$ cat config.mk
export PLATFORM = sky130hd
export DESIGN_NAME = weight_mem_loader
export DESIGN_NICKNAME = d
export VERILOG_FILES = /design/src/rtl/weight_mem_loader_pkg.sv /design/src/rtl/weight_unpack_2to1.sv /design/src/rtl/weight_mem_loader.sv
export SDC_FILE = /design/constraint.sdc
export NUM_CORES = 1
export LEC_CHECK = 0
export ABC_AREA = 1
export CAP_MARGIN = 20
export CORE_MARGIN = 3
export CORE_UTILIZATION = 44
export DETAILED_ROUTE_END_ITERATION = 8
export PLACE_DENSITY = 0.69
export SYNTH_ARGS = -nofsm -noshare
export SYNTH_HDL_FRONTEND = slang
export SYNTH_SLANG_ARGS = --single-unit
$ cat constraint.sdc
create_clock -name clk -period 1.8 [get_ports clk]
set_clock_uncertainty 0.05 [all_clocks]
set_input_delay 0.27 -clock clk [delete_from_list [all_inputs] [get_ports clk]]
set_output_delay 0.27 -clock clk [all_outputs]
set_load 0.01 [all_outputs]
$ cat src/rtl/weight_mem_loader_pkg.sv
// Shared constants and state encoding for the weight memory loader.
package weight_mem_loader_pkg;

  localparam int unsigned WORD_W        = 32;
  localparam int unsigned HDR_LAYER_HI  = 31;
  localparam int unsigned HDR_LAYER_LO  = 24;
  localparam int unsigned HDR_NEURON_HI = 23;
  localparam int unsigned HDR_NEURON_LO = 16;
  localparam int unsigned HDR_CNT_HI    = 15;
  localparam int unsigned HDR_CNT_LO    = 0;

  typedef enum logic [1:0] {
    ST_IDLE = 2'd0,
    ST_LO   = 2'd1,
    ST_HI   = 2'd2,
    ST_DONE = 2'd3
  } state_t;

endpackage

$ cat src/rtl/weight_unpack_2to1.sv
// Splits a 32-bit stream word into two 16-bit weights; the upper half is held for the HI phase.
module weight_unpack_2to1
  import weight_mem_loader_pkg::*;
#(
  parameter int unsigned dataWidth = 16
) (
  input  logic                 clk,
  input  logic                 rst_n,
  input  logic                 in_valid,
  input  logic                 in_ready,
  input  logic                 hi_phase,
  input  logic [WORD_W-1:0]    in_data,
  output logic                 out_valid,
  output logic [dataWidth-1:0] out_data
);

  logic [dataWidth-1:0] hi_q;

  always_ff @(posedge clk) begin
    if (!rst_n) begin
      hi_q <= '0;
    end else if (in_valid && in_ready && !hi_phase) begin
      hi_q <= in_data[2*dataWidth-1:dataWidth];
    end
  end

  always_comb begin
    out_valid = hi_phase || (in_valid && in_ready);
    out_data  = hi_phase ? hi_q : in_data[dataWidth-1:0];
  end

endmodule

$ cat src/rtl/weight_mem_loader.sv
// Header-decoding loader that turns a packed word stream into per-neuron weight memory writes.
module weight_mem_loader
  import weight_mem_loader_pkg::*;
#(
  parameter int unsigned addressWidth = 10,
  parameter int unsigned dataWidth    = 16,
  parameter int unsigned maxLayers    = 4,
  parameter int unsigned maxNeurons   = 32
) (
  input  logic                    clk,
  input  logic                    rst_n,
  input  logic                    s_valid,
  output logic                    s_ready,
  input  logic [WORD_W-1:0]       s_data,
  output logic                    wen,
  output logic [addressWidth:0]   waddr,
  output logic [dataWidth-1:0]    win,
  output logic [7:0]              w_layer,
  output logic [7:0]              w_neuron,
  output logic                    busy,
  output logic                    done,
  output logic                    err
);

  localparam int unsigned CW    = addressWidth + 1;
  localparam int unsigned MAX_N = 1 << addressWidth;
  localparam logic [addressWidth:0] ONE = CW'(1);

  state_t                state, state_n;
  logic [addressWidth:0] addr, addr_n;
  logic [addressWidth:0] rem, rem_n;
  logic                  s_ready_n, wen_n, busy_n, done_n, err_n;
  logic [addressWidth:0] waddr_n;
  logic [dataWidth-1:0]  win_n;
  logic [7:0]            layer_n, neuron_n;

  logic                  accept;
  logic [7:0]            hdr_layer, hdr_neuron;
  logic [15:0]           hdr_cnt;
  logic                  hdr_bad;
  logic                  lane_valid;
  logic [dataWidth-1:0]  lane_data;

  assign accept     = s_valid && s_ready;
  assign hdr_layer  = s_data[HDR_LAYER_HI:HDR_LAYER_LO];
  assign hdr_neuron = s_data[HDR_NEURON_HI:HDR_NEURON_LO];
  assign hdr_cnt    = s_data[HDR_CNT_HI:HDR_CNT_LO];
  assign hdr_bad    = (32'(hdr_layer) >= maxLayers) || (32'(hdr_neuron) >= maxNeurons) ||
                      (hdr_cnt == '0) || (32'(hdr_cnt) > MAX_N);

  weight_unpack_2to1 #(.dataWidth(dataWidth)) u_unpack (
    .clk       (clk),
    .rst_n     (rst_n),
    .in_valid  (s_valid),
    .in_ready  (state == ST_LO),
    .hi_phase  (state == ST_HI),
    .in_data   (s_data),
    .out_valid (lane_valid),
    .out_data  (lane_data)
  );

  always_comb begin
    state_n  = state;
    addr_n   = addr;
    rem_n    = rem;
    wen_n    = 1'b0;
    waddr_n  = waddr;
    win_n    = win;
    layer_n  = w_layer;
    neuron_n = w_neuron;
    err_n    = err;
    case (state)
      ST_IDLE: begin
        if (accept) begin
          if (hdr_bad) begin
            err_n = 1'b1;
          end else begin
            layer_n  = hdr_layer;
            neuron_n = hdr_neuron;
            rem_n    = CW'(hdr_cnt);
            addr_n   = '0;
            state_n  = ST_LO;
          end
        end
      end
      ST_LO, ST_HI: begin
        // LO writes only on an accepted word; HI always writes the held upper half.
        if (lane_valid) begin
          wen_n   = 1'b1;
          win_n   = lane_data;
          waddr_n = addr;
          addr_n  = addr + 1'b1;
          rem_n   = rem - 1'b1;
          if (rem == ONE)          state_n = ST_DONE;
          else if (state == ST_LO) state_n = ST_HI;
          else                     state_n = ST_LO;
        end
      end
      ST_DONE: state_n = ST_IDLE;
      default: state_n = ST_IDLE;
    endcase
    s_ready_n = (state_n == ST_IDLE) || (state_n == ST_LO);
    // busy stays up through the done pulse and drops one cycle later.
    busy_n    = (state_n != ST_IDLE) || (state == ST_DONE);
    done_n    = (state == ST_DONE);
  end

  always_ff @(posedge clk) begin
    if (!rst_n) begin
      state    <= ST_IDLE;
      addr     <= '0;
      rem      <= '0;
      s_ready  <= 1'b1;
      wen      <= 1'b0;
      waddr    <= '0;
      win      <= '0;
      w_layer  <= '0;
      w_neuron <= '0;
      busy     <= 1'b0;
      done     <= 1'b0;
      err      <= 1'b0;
    end else begin
      state    <= state_n;
      addr     <= addr_n;
      rem      <= rem_n;
      s_ready  <= s_ready_n;
      wen      <= wen_n;
      waddr    <= waddr_n;
      win      <= win_n;
      w_layer  <= layer_n;
      w_neuron <= neuron_n;
      busy     <= busy_n;
      done     <= done_n;
      err      <= err_n;
    end
  end

endmodule
# Word level (Yosys, flattened, before mapping)
# Cells that the tools add are included.
# totals
register_bits,88
inputBits,35
out_inout_bits,48
wordCells,64
# classes
n_addsub,2
magnitude_cmp,3
eq_ne,8
mux,16
n_bitwise,1
reduce_logical,21
# op_table
op,n
two-way mux 11 bit,6
case mux 11 bit (2 select lines),2
greater-than comparator 16 x 11 -> 1 bit (second input constant),1
zero test 16 bit,1
two-way mux 16 bit,1
adder 11 x 1 -> 11 bit (second input constant),1
== test 11 x 1 -> 1 bit (second input constant),1
subtractor 11 x 1 -> 11 bit (second input constant),1
two-way mux 2 bit,5
greater-or-equal comparator 8 x 3 -> 1 bit (second input constant),1
greater-or-equal comparator 8 x 6 -> 1 bit (second input constant),1
logical OR 1 bit,6
!= test 2 bit (second input constant),3
case mux 2 bit (3 select lines),1
AND reduction 3 bit,2
== test 2 x 1 -> 1 bit (second input constant),2
== test 2 bit (second input constant),2
zero test 2 bit,2
AND reduction 2 bit,2
AND reduction 4 bit,1
nonzero test 2 bit,2
logical AND 1 bit,3
OR reduction 2 bit,1
zero test 1 bit,1
other kinds (2),2

# Depth between registers and ports, before layout
# logic_depth
ltp_word,9
mapped_depth,13
mapped_depth_nobuf,12

# Cells and area by module
# Synthesis repeated with hierarchy kept, for this count alone.
# unflattened
hier_cells,637
hier_area_um2,4449.3
# by_module_without_submodules
module,n_inst,cells_per_inst,area_each_um2,seq_area_each_um2
weight_mem_loader,1,497,3607.2,1441.4
weight_unpack_2to1,1,140,842.1,320.3

# Least setup slack after synthesis
# Ideal clock, no wire load.
# synth_timing
path_kind,flip-flop to flip-flop
start,register state[1]
end,register addr[10]
setup_time_ns,0.070
arrival_time_ns,1.577
required_time_ns,1.680
path_slack_ns,0.103
path_stages_with_launch,8
path_buffers,2
period_less_slack_ns,1.697
path_cell_list,dfxtp_1 -> inv_1 -> ha_1 -> buf_2 -> o21ai_2 -> buf_2 -> nand3_1 -> a21oi_2
# synth_between
elab_chain_cells,5
elab_cells_between_ends,12
cone_classes,5 x eq/ne; 1 x mux; 6 x reduce/logical
# synth_lines
item,line_no,source
start: declaration,weight_mem_loader.sv:29,"state_t state, state_n;"
start signal: assignment,weight_mem_loader.sv:123,state <= state_n;
== test 2 x 1 -> 1 bit,"weight_mem_loader.sv:55, weight_mem_loader.sv:72",
logical AND 1 bit,weight_unpack_2to1.sv:28,out_valid = hi_phase || (in_valid && in_ready);
logical OR 1 bit,weight_unpack_2to1.sv:28,
!= test 2 bit (no source line),n/a,
AND reduction 4 bit (no source line),n/a,
end signal: assignment,weight_mem_loader.sv:124,addr <= addr_n;
end: declaration,weight_mem_loader.sv:30,"logic [addressWidth:0] addr, addr_n;"
# Parallel ways exist; a longest one is shown, timed or not.
# A chain may end at the register's enable or synchronous reset.

# Final worst setup path
# layout_timing
start,input s_data[2]
end,register rem[0]
# layout_between
elab_chain_cells,5
elab_cells_between_ends,6
cone_classes,1 x order compare; 1 x eq/ne; 4 x reduce/logical
# layout_lines
item,line_no,source
start: declaration,weight_mem_loader.sv:14,"input logic [WORD_W-1:0] s_data,"
"parallel branches: the longest is 2 deep, another holds greater-than comparator 16 x 11 -> 1 bit",n/a,
logical OR 1 bit *,weight_mem_loader.sv:49,(hdr_cnt == '0) || (32'(hdr_cnt) > MAX_N);
!= test 2 bit (no source line) *,n/a,
AND reduction 4 bit (no source line) *,n/a,
end signal: assignment,weight_mem_loader.sv:125,rem <= rem_n;
end: declaration,weight_mem_loader.sv:31,"logic [addressWidth:0] rem, rem_n;"
# Every way passes the cells marked *.

==> summary.md <==
| Metric | Value |
|---|---|
| Outcome | `completed` |
| Vias | `4205` |
| Logic pwr share | `6.2%` |
| Mapped cell area | `4200 sq um` |
| Vias in the first global route | `3968` |
| Cell area after layout | `5740 sq um` |
| First-pass GRT wire length | `19300 um` |
| Skew-Pair Late Insertion Delay | `0.36 ns` |
| PD cells | `663 nW/um^2` |
| Final Util | `62.2%` |
| Peak VDD IR | `0.437 mV` |
| Delay of the slowest cell on the worst path | `0.46 ns` |
| Setup-failing EPs final | `0` |
| Placed instance area | `5420 sq um` |
| Switching Share | `21.5%` |
| Netlist cell types | `28` |
| Non-filler cells, final | `844` |
| CP Launch Type | `input port` |
| DR pass1 iterations | `4` |
| Final min period | `1.70 ns` |
| Multi-input logic area | `2040 sq um` |
| Yosys warnings | `0` |
| Worst-Margin Slew | `0.437 ns` |
| Fillers | `810` |
| Final WS setup | `0.104 ns` |
| Hold Path Class | `in2reg` |
| Critical-path maximum fanout | `22` |
| Top cells by area, synth | `dfxtp_1, nor2_1, a21oi_1, o21ai_0, nand2_1` |
| DP HPWL | `8320 um` |
| Share of layout cells above drive strength 1 | `16.5%` |
| Critical Path RT | `2.04 ns` |
| Vias per inst | `4.98` |
| # DRC | `0` |
| Synth Register Bits | `88` |
| Syn nets | `639` |
| Initial core utilization | `45.4%` |
| Worst slack, placed | `-0.248 ns` |
| # H-tree levels | `3` |
| Clk pwr share | `42.7%` |
| R2R setup slack | `0.12 ns` |
| Bufs on Longest Clock Path | `2` |
| RSZ-0062 raised after global routing | `true` |
| Fmax | `590 MHz` |
| Largest net degree at the start of global routing | `51` |
| Iteration-0 DRC Markers | `223` |
| Worst slew margin | `70.8%` |
| Dpl cells | `825` |
| Int Power | `2.99 mW` |
| Worst hold slack | `0.315 ns` |
| Crit path max-delay cell type | `clkdlybuf4s50_1` |
| Final slew viol count | `0` |
| CP Buf/Inv Count | `3` |
| TritonCTS clock tree | `built` |
| Die W | `104 um` |
| Antenna cells | `0` |
| Cells after synthesis | `597` |
| Seq/Total Area, Yosys | `42.0%` |
| Aggregate global routing overflow | `0` |
| Post-synth top area share | `42.0%` |
| CP Cell Sequence | `clkdlybuf4s50_1 -> nor2_1 -> nand2_1 -> nor2_4 -> nand2_1 -> nand2_1 -> buf_4 -> nand4_2 -> nand2_2 -> buf_12 -> nand3_1 -> a21oi_2` |
| Nets@finish | `753` |
| Die H | `104 um` |
| Reg area | `1770 sq um` |
| Critical path type | `in2reg` |
| Area Overhead vs Synth | `36.8%` |
| Synth Area per Inst | `7.03 sq um` |
| Clk slew on worst S/H paths | `0.09 ns` |
| Routability Congestion | `0.883` |
| Sw Pwr | `0.819 mW` |
| Max_cap viols | `0` |
| Number of buffers created by CTS | `9` |
| Initial antenna violation count | `0` |
| CP top delay family | `simple AND/OR/NAND/NOR gates` |
| Critical Path Sink Type | `flop` |
| Io pins | `83` |
| Final WL | `11500 um` |
| Row Count | `35` |
| Total track usage | `21.5%` |
| Most used cell, CP | `nand2_1` |
| Final hold vios | `0` |
| Data arrival, critical path | `1.94 ns` |
| Clock root buffer | `clkbuf_8` |
| CTS Hold Bufs | `0` |
| Post-route clock period utilization | `94.2%` |
| TritonCTS Sinks | `88` |
| P_leak | `2.46 nW` |
| Die ar. | `10700 sq um` |
| Synth area leader | `dfxtp_1` |
| CORE AREA | `9240 sq um` |
| Most frequent cells in the layout | `nor2_1, dfxtp_1, clkdlybuf4s50_1, nand2_1, inv_1` |
| Post-DRT Antenna Nets | `0` |
| Port buffer count | `82` |
| Register share of total power | `51.1%` |
| Wirelength per Cell | `13.6 um` |
==> routing by layer <==
metal | global-route usage (%) | part of all wire, %
met5 | 0 | 0
met4 | 6.36 | 1.0
met3 | 4.36 | 5.8
met2 | 33.9 | 47
met1 | 29.7 | 46
==> power groups by stage <==
stage               registers (mW)  logic (mW)  clock network [mW]
floorplan                     1.99      0.0789                   0
global placement              1.99       0.235                   0
detailed placement            1.99       0.236                   0
CTS                           1.95       0.237                1.67
global route                  1.95       0.262                1.73
finish                        1.95       0.237                1.63
==> cell type report <==
class | instances | share of cell area (%)
inverter | 75 | 4.90
sequential | 88 | 30.8
timing repair buffer | 135 | 21.9
tap | 129 | 2.81
clock inverter | 5 | 1.85
clock buffer | 10 | 2.22
multi-input combinational | 402 | 35.6
==> cells in the mapped netlist (all sizes together) <==
library cell / n
xor2: 4
inv: 75
nand3: 54
buf: 16
dfxtp: 88
clkbuf: 16
xnor2: 1
ha: 7
nor2: 96
nand4: 7
nor3: 6
a31oi: 1
o211ai: 1
or2: 3
a21oi: 73
o21ai: 64
nand2: 85
==> per-stage QoR <==
step | setup TNS [ns] | power [mW]
after floorplan | 0 | 2.07
after CTS | 0 | 3.86
after global routing | -0.0511 | 3.94
final | 0 | 3.81
after global placement | -4.47 | 2.23
after detailed placement | -7.21 | 2.23
==> worst paths after layout <==
check,from,endpoint,cells after the start
worst max-delay path,s_data[2],rem[0],12
worst min-delay path,rst_n,addr[1],4
worst min register to register,w_layer[1],w_layer[1],2
worst max register to register,state[1],rem[0],12
==> what timing repair did <==
item / CTS / global route
buffers inserted: 0 / 3
cloned: 1 / 0
endpoints found under the setup margin: 22 / 37
resized for setup: 6 / 11
pin swaps: 0 / 3
==> worst reg2reg max path, delay by kind of cell (launching register included) <==
kind	cells	cell delay, ns
simple gates	5	0.46
buf+inv	4	0.37
compound gates	2	0.24
fa+ha+maj	1	0.17
flops	1	0.35
==> kinds of logic after synthesis <==
logic type	share of synthesized area [%]
AOI/OAI and AO/OA	17.5
xor gates and xnor gates	1.04
adders and majority gates	2.09
buffers and inverters	10.6
DFF	42.0
and+or+nand+nor	26.9
==> sequential cells by signal, indices dropped and copies added (netlist names) <==
signal and cells:
u_unpack.hi_q 16, wen 1, w_layer 8, addr 11
rem 11, state 2, s_ready 1, err 1
busy 1, waddr 11, w_neuron 8, win 16
done 1
Note: power is estimated with default switching activity, not from simulation.
